[config.mk]
export PLATFORM = sky130hd
export DESIGN_NAME = literal_serializer_flat
export DESIGN_NICKNAME = d
export VERILOG_FILES = /design/src/rtl/literal_serializer_if.sv /design/src/rtl/literal_serializer.sv /design/src/flat_wrapper.sv
export SDC_FILE = /design/constraint.sdc
export NUM_CORES = 1
export LEC_CHECK = 0
export ABC_AREA = 1
export CAP_MARGIN = 20
export CORE_UTILIZATION = 30
export CTS_CLUSTER_SIZE = 30
export DETAILED_ROUTE_END_ITERATION = 7
export SYNTH_ARGS = -nofsm -noshare
export SYNTH_HDL_FRONTEND = slang
export SYNTH_SLANG_ARGS = --single-unit
[constraint.sdc]
create_clock -name clk -period 4.7 [get_ports clk]
set_input_delay 0.94 -clock clk [delete_from_list [all_inputs] [get_ports clk]]
set_output_delay 0.94 -clock clk [all_outputs]
set_load 0.02 [all_outputs]
[src/rtl/literal_serializer_if.sv]
// literal_serializer_if
//   Groups the serializer's upstream capture inputs, downstream serial
//   handshake and status outputs.
//   master : drives load/y1/y2/ready, observes serial output and status
//   slave  : the serializer itself
interface literal_serializer_if;
    logic       load;
    logic [7:0] y1;
    logic [5:0] y2;
    logic       ready;
    logic       sdo;
    logic       svalid;
    logic       busy;
    logic       frame_end;
    logic [7:0] fcnt;

    modport master (
        output load, y1, y2, ready,
        input  sdo, svalid, busy, frame_end, fcnt
    );

    modport slave (
        input  load, y1, y2, ready,
        output sdo, svalid, busy, frame_end, fcnt
    );
endinterface

[src/rtl/literal_serializer.sv]
// literal_serializer
//   Captures a 14-bit literal {y1, y2} on load and sends it serially with a
//   ready/valid handshake, followed by one parity bit. Counts completed frames.
//   clk   : single clock, rising edge
//   rst_n : asynchronous active-low reset
//   bus   : literal_serializer_if.slave (load, y1, y2, ready in;
//           sdo, svalid, busy, frame_end, fcnt out)
//
//   state   | meaning
//   --------+-----------------------------------------------------------
//   S_IDLE  | waiting for load; outputs quiet
//   S_SHIFT | presenting data bits 0..13, advance on ready
//   S_PAR   | presenting parity bit, leave on ready
//   S_DONE  | one-cycle frame_end pulse, frame counter bumps on exit
module literal_serializer #(
    parameter bit MSB_FIRST = 1'b1,
    parameter bit PAR_ODD   = 1'b0
) (
    input  logic                 clk,
    input  logic                 rst_n,
    literal_serializer_if.slave  bus
);

    localparam logic [1:0] S_IDLE  = 2'd0;
    localparam logic [1:0] S_SHIFT = 2'd1;
    localparam logic [1:0] S_PAR   = 2'd2;
    localparam logic [1:0] S_DONE  = 2'd3;

    logic [1:0]  state;
    logic [13:0] shreg;
    logic        par_bit;
    logic [3:0]  idx;
    logic [7:0]  fcnt_q;

    logic [13:0] data_in;
    logic [13:0] data_ord;
    logic        par_calc;

    // The shift register always sends from bit 13, so LSB-first order is
    // produced by bit-reversing the word at capture time.
    always_comb begin
        data_in  = {bus.y1, bus.y2};
        data_ord = data_in;
        if (!MSB_FIRST) begin
            for (int i = 0; i < 14; i++) begin
                data_ord[i] = data_in[13-i];
            end
        end
        par_calc = (^data_in) ^ PAR_ODD;
    end

    always_ff @(posedge clk or negedge rst_n) begin
        if (!rst_n) begin
            state   <= S_IDLE;
            shreg   <= '0;
            par_bit <= 1'b0;
            idx     <= '0;
            fcnt_q  <= '0;
        end else begin
            case (state)
                S_IDLE: begin
                    if (bus.load) begin
                        shreg   <= data_ord;
                        par_bit <= par_calc;
                        idx     <= '0;
                        state   <= S_SHIFT;
                    end
                end
                S_SHIFT: begin
                    if (bus.ready) begin
                        shreg <= {shreg[12:0], 1'b0};
                        if (idx == 4'd13) begin
                            idx   <= '0;
                            state <= S_PAR;
                        end else begin
                            idx <= idx + 4'd1;
                        end
                    end
                end
                S_PAR: begin
                    if (bus.ready) begin
                        state <= S_DONE;
                    end
                end
                default: begin
                    fcnt_q <= fcnt_q + 8'd1;
                    state  <= S_IDLE;
                end
            endcase
        end
    end

    // Outputs decode straight from state so reset clears them immediately.
    always_comb begin
        bus.svalid    = (state == S_SHIFT) || (state == S_PAR);
        bus.busy      = (state != S_IDLE);
        bus.frame_end = (state == S_DONE);
        bus.fcnt      = fcnt_q;
        bus.sdo       = 1'b0;
        if (state == S_SHIFT) begin
            bus.sdo = shreg[13];
        end else if (state == S_PAR) begin
            bus.sdo = par_bit;
        end
    end

endmodule
[src/flat_wrapper.sv]
// flat-port wrapper written by rule: the top's interface ports become plain ports
module literal_serializer_flat 
#(
    parameter bit MSB_FIRST = 1'b1,
    parameter bit PAR_ODD   = 1'b0
)
  (clk, rst_n, bus_load, bus_y1, bus_y2, bus_ready, bus_sdo, bus_svalid, bus_busy, bus_frame_end, bus_fcnt);
  literal_serializer_if bus_i ();
  input  logic clk;
  input  logic rst_n;
  input wire logic [$bits(bus_i.load)-1:0] bus_load;
  input wire logic [$bits(bus_i.y1)-1:0] bus_y1;
  input wire logic [$bits(bus_i.y2)-1:0] bus_y2;
  input wire logic [$bits(bus_i.ready)-1:0] bus_ready;
  output wire logic [$bits(bus_i.sdo)-1:0] bus_sdo;
  output wire logic [$bits(bus_i.svalid)-1:0] bus_svalid;
  output wire logic [$bits(bus_i.busy)-1:0] bus_busy;
  output wire logic [$bits(bus_i.frame_end)-1:0] bus_frame_end;
  output wire logic [$bits(bus_i.fcnt)-1:0] bus_fcnt;
  assign bus_i.load = bus_load;
  assign bus_i.y1 = bus_y1;
  assign bus_i.y2 = bus_y2;
  assign bus_i.ready = bus_ready;
  assign bus_sdo = bus_i.sdo;
  assign bus_svalid = bus_i.svalid;
  assign bus_busy = bus_i.busy;
  assign bus_frame_end = bus_i.frame_end;
  assign bus_fcnt = bus_i.fcnt;
  literal_serializer #(.MSB_FIRST(MSB_FIRST), .PAR_ODD(PAR_ODD)) u_core (.clk(clk), .rst_n(rst_n), .bus(bus_i));
endmodule
# Yosys cells after proc, flatten, opt, wreduce, memory -nomap -nowiden
# Index checks and enable logic that the tools add are counted.
# word_totals
latch_bits,0
wordCells,38
n_memories,0
input_bits,18
output_inout_bits,12
rom_bits,0
register_bits,29
mem_bits_rw,0
# op_classes
n_eq_ne,8
n_mux,14
n_shift,0
div_mod_pow,0
addsub,2
n_reduce_logical,9
n_mul,0
bitwise,0
magnitude_cmp,0
# op_table
op,count
$mux 14,2
$pmux 14 s2,1
$reduce_xor 14->1,1
$mux 4,3
$add 8x1->8 const B,1
$mux 2,4
$pmux 4 s2,1
$ne 2x2->1 const B,3
$pmux 2 s3,1
$add 4x1->4 const B,1
$eq 2x2->1 const B,2
$eq 4x4->1 const B,1
$reduce_and 4->1,1
$reduce_bool 2->1,2
$reduce_and 3->1,1
$reduce_or 3->1,1
$eq 2x1->1 const B,1
$logic_not 2->1,1
$mux 1,2
$ne 2x1->1 const B,1
$reduce_and 2->1,1
$logic_or 1x1->1,1

# Logic depth before layout (Yosys ltp)
# logic_depth
depth_word,4
ltp_mapped,11

# Least setup slack after synthesis
# No wires, ideal clock.
# synth_timing
kind,register -> output
from,register u_core.state[1]
to,output port bus_sdo
arrival_time_ns,1.352
t_required_ns,3.760
stages_incl_launch_ff,8
path_slack_ns,2.408
cell_sequence,dfrtp_1 inv_1 ha_1 buf_6 inv_8 clkbuf_1 nand3_1 nand2_1
# synth_between
elab_chain_cells,3
word_cells_on_any_way,4
cone_classes,eq/ne: 2; mux: 2
# synth_lines
element,line_no,rtl
start: declaration,literal_serializer.sv:29,logic [1:0] state;
start signal: assignment,literal_serializer.sv:54,state <= S_IDLE;
start signal: assignment,literal_serializer.sv:66,state <= S_SHIFT;
start signal: assignment,literal_serializer.sv:74,state <= S_PAR;
$eq 2x2->1,literal_serializer.sv:102,end else if (state == S_PAR) begin
$mux 1,literal_serializer.sv:102,
$mux 1 *,literal_serializer.sv:100,if (state == S_SHIFT) begin
end: declaration,flat_wrapper.sv:15,output wire logic [$bits(bus_i.sdo)-1:0] bus_sdo;
# Mark *: on every way between the ends. The rest lies on a longest branch, timed or not.

# Final worst setup path
# Same ends and word-level chain as after synthesis.

==> metrics.txt <==
NetSw 0.000512 W; clk buf depth 2; final wirelength 3.25 mm; Worst-path clk slew 0.06 ns; Worst Hold End u_core.bus.fcnt[7]; reg-to-reg endpoint u_core.shreg[1]; Root Buffer clkbuf_8; Total Die Area 6110 µm²; power density over the cells 587 nW/µm²; initial antenna violation count 0; number of global-route vias before repair 1285; initial drt markers 65; total placed cells including tap cells 328; detailed placer's ending HPWL 2.39 mm; width of the die 78.1 µm; mapped cell area 1740 µm²; Die Y 78.1 µm; P_int 0.000778 W; CP endpoint kind output pin; first-pass GRT wire length 5.59 mm; syn_nets 258; total clock sinks 29; Hold Path Depth 1; DR WL/cell 9.67 µm; clock latency on the worst-skew pair 0.28 ns; share of the synthesized area in the top cell type 41.7%; final hold viol count 0; core area 5540 µm²; final worst-path cycle share 68.8%; Yosys warning total 0; commonest non-fill, non-tap cells in the layout nand2_1, inv_1, clkdlybuf4s50_1, dfrtp_1, nor2_1; slowest stage cell, crit path ha_1; CP arrival 2.29 ns; RSZ-0062 raised after global routing no; status complete, no violations; Worst-Margin Slew 0.725 ns; via count 1463; Achievable Freq 309 MHz; Layout area overhead 26.3%; Pins Over Slew Limit 0; synth top area cells dfrtp_1, nand2_1, inv_1; normalized max-slew margin 51.7%; initial core utilization 31.4%; nets 289; Post-Synthesis Cells 232; class of the worst hold path reg2reg; Std-Cell Rows 27; Clock Skew 0.00645 ns; number of max-cap violations 0; Reg2Reg Depth 5; via density per instance 4.35; R2R setup slack 2.42 ns; crit start category register; power share of the clock group 20.6%; gr ovfl total 0; post-route insts no fill 336; Post CTS Setup Buffer Count 0; maximum vdd drop 0.230 mV; All-Layer GR Usage 11.9%; share of layout cells above drive strength 1 4.92%; global placement routability congestion 0.701; worst-path maximum fanout 17; reg-to-reg critical path startpoint u_core.state[1]; min cycle time layout 3.23 ns; drt pass-1 iters 4; Leak Pwr 1.11 nW; sequential share of power 34.0%; CTS resizes 0; CTS tree yes; Data required, critical path 3.76 ns; Syn Area/Cell 7.50 µm²; Sw Share 39.7%; crit-path max cell delay 0.64 ns; Combinational Power Share 45.4%; remaining antenna violation count 0; diode count 0; depth of the CTS H-tree 2; count of cell types in the netlist 23; # DRC 0; Ports 30; flops & latches, synth 29; final setup vio count 0; largest net degree at the start of global routing 33; Hold Crit Start u_core.bus.fcnt[7]; leading cell type in the layout, fill and taps excluded nand2_1; PortBufs 29; Yosys top cell by area dfrtp_1; sequential fraction of the synthesis area 41.7%; Cell Chain, Critical Path inv_1, ha_1, inv_8, nand3_1, nand2_1, clkdlybuf4s50_1; total CTS buffers 5; CP Class reg2out; cts hold-fix bufs 0; setup TNS 0 ns
## state kept, by name (all words and copies together) (netlist names)
register         cells
u_core.shreg        14
u_core.idx           4
u_core.bus.fcnt      8
u_core.par_bit       1
u_core.state         2
## area by class of cell
type | count | area [µm²]
fill | 602 | 3340
multi-input combinational | 163 | 832
sequential | 29 | 726
timing repair buffer | 30 | 298
inverter | 34 | 135
tap | 72 | 90.1
clock buffer | 7 | 86.3
clock inverter | 1 | 30.0
## cells by family (layout without fill, tap and decap cells)
group                      Yosys count  count (layout)  share of synthesized area, %
xor gates and xnor gates            10              10                          5.04
DFF                                 29              29                          41.7
and+or+nand+nor                    121             121                          27.2
AOI/OAI and AO/OA                   24              24                          9.86
buffers and inverters               40              72                          10.4
adders and majority gates            8               8                          5.76
## per-stage QoR
step / cell area (µm²) / total power, W / worst slack [ns] / utilization (%) / hold WS (ns)
3_3_place_gp: 2080 / 0.00103 / 1.79 / 37.6 / 0.455
5_1_grt: 2200 / 0.00141 / 1.27 / 39.7 / 0.493
4_1_cts: 2200 / 0.00131 / 1.44 / 39.7 / 0.475
2_1_floorplan: 1740 / 0.000883 / 2.41 / - / 0.450
3_5_place_dp: 2080 / 0.00104 / 1.74 / 37.6 / 0.464
6_report: 2200 / 0.00129 / 1.47 / 39.7 / 0.467
## critical path, delay by kind of cell (launching register included)
| family | cells | cell delay [ns] |
|---|---|---|
| simple gates | 2 | 0.16 |
| buf+inv | 3 | 0.79 |
| flops | 1 | 0.41 |
| fa+ha+maj | 1 | 0.64 |
## Yosys cell counts
| cell type | n |
|---|---|
| a21o_1 | 1 |
| o31ai_1 | 1 |
| xor2_1 | 8 |
| nor3_2 | 1 |
| inv_2 | 1 |
| nand3_1 | 7 |
| inv_8 | 1 |
| buf_6 | 3 |
| o22ai_4 | 1 |
| a21oi_4 | 1 |
| buf_2 | 1 |
| a31oi_1 | 13 |
| xnor2_1 | 2 |
| clkbuf_1 | 2 |
| a21oi_1 | 2 |
| nand2_1 | 85 |
| nor2_1 | 27 |
| inv_1 | 32 |
| o21ai_0 | 2 |
| nand3b_1 | 1 |
| dfrtp_1 | 29 |
| ha_1 | 8 |
| o22ai_1 | 3 |
## per-layer routing
metal / wire (µm) / global-route usage [%] / vias up
met5: 0 / 0 / -
met4: 81 / 7.22 / 0
met3: 135 / 3.26 / 7
met2: 1480 / 19.4 / 27
met1: 1550 / 14.0 / 651
li1: - / - / 778
## power groups by stage
stage,sequential (W),clock (W),combinational (W)
floorplan,0.000453,0,0.000430
global placement,0.000440,0,0.000589
detailed placement,0.000443,0,0.000597
CTS,0.000440,0.000276,0.000596
global route,0.000458,0.000286,0.000671
finish,0.000439,0.000266,0.000585
## worst max-delay path by stage
stage                               start  endpoint  slack [ns]  depth (start not counted)
final                     u_core.state[1]   bus_sdo        1.47                          6
after floorplan           u_core.state[1]   bus_sdo        2.41                          7
after global routing      u_core.state[1]   bus_sdo        1.27                          6
after detailed placement  u_core.state[1]   bus_sdo        1.74                          6
after CTS                 u_core.state[1]   bus_sdo        1.44                          6
after global placement    u_core.state[1]   bus_sdo        1.79                          6
Note: power is estimated with default switching activity, not from simulation.
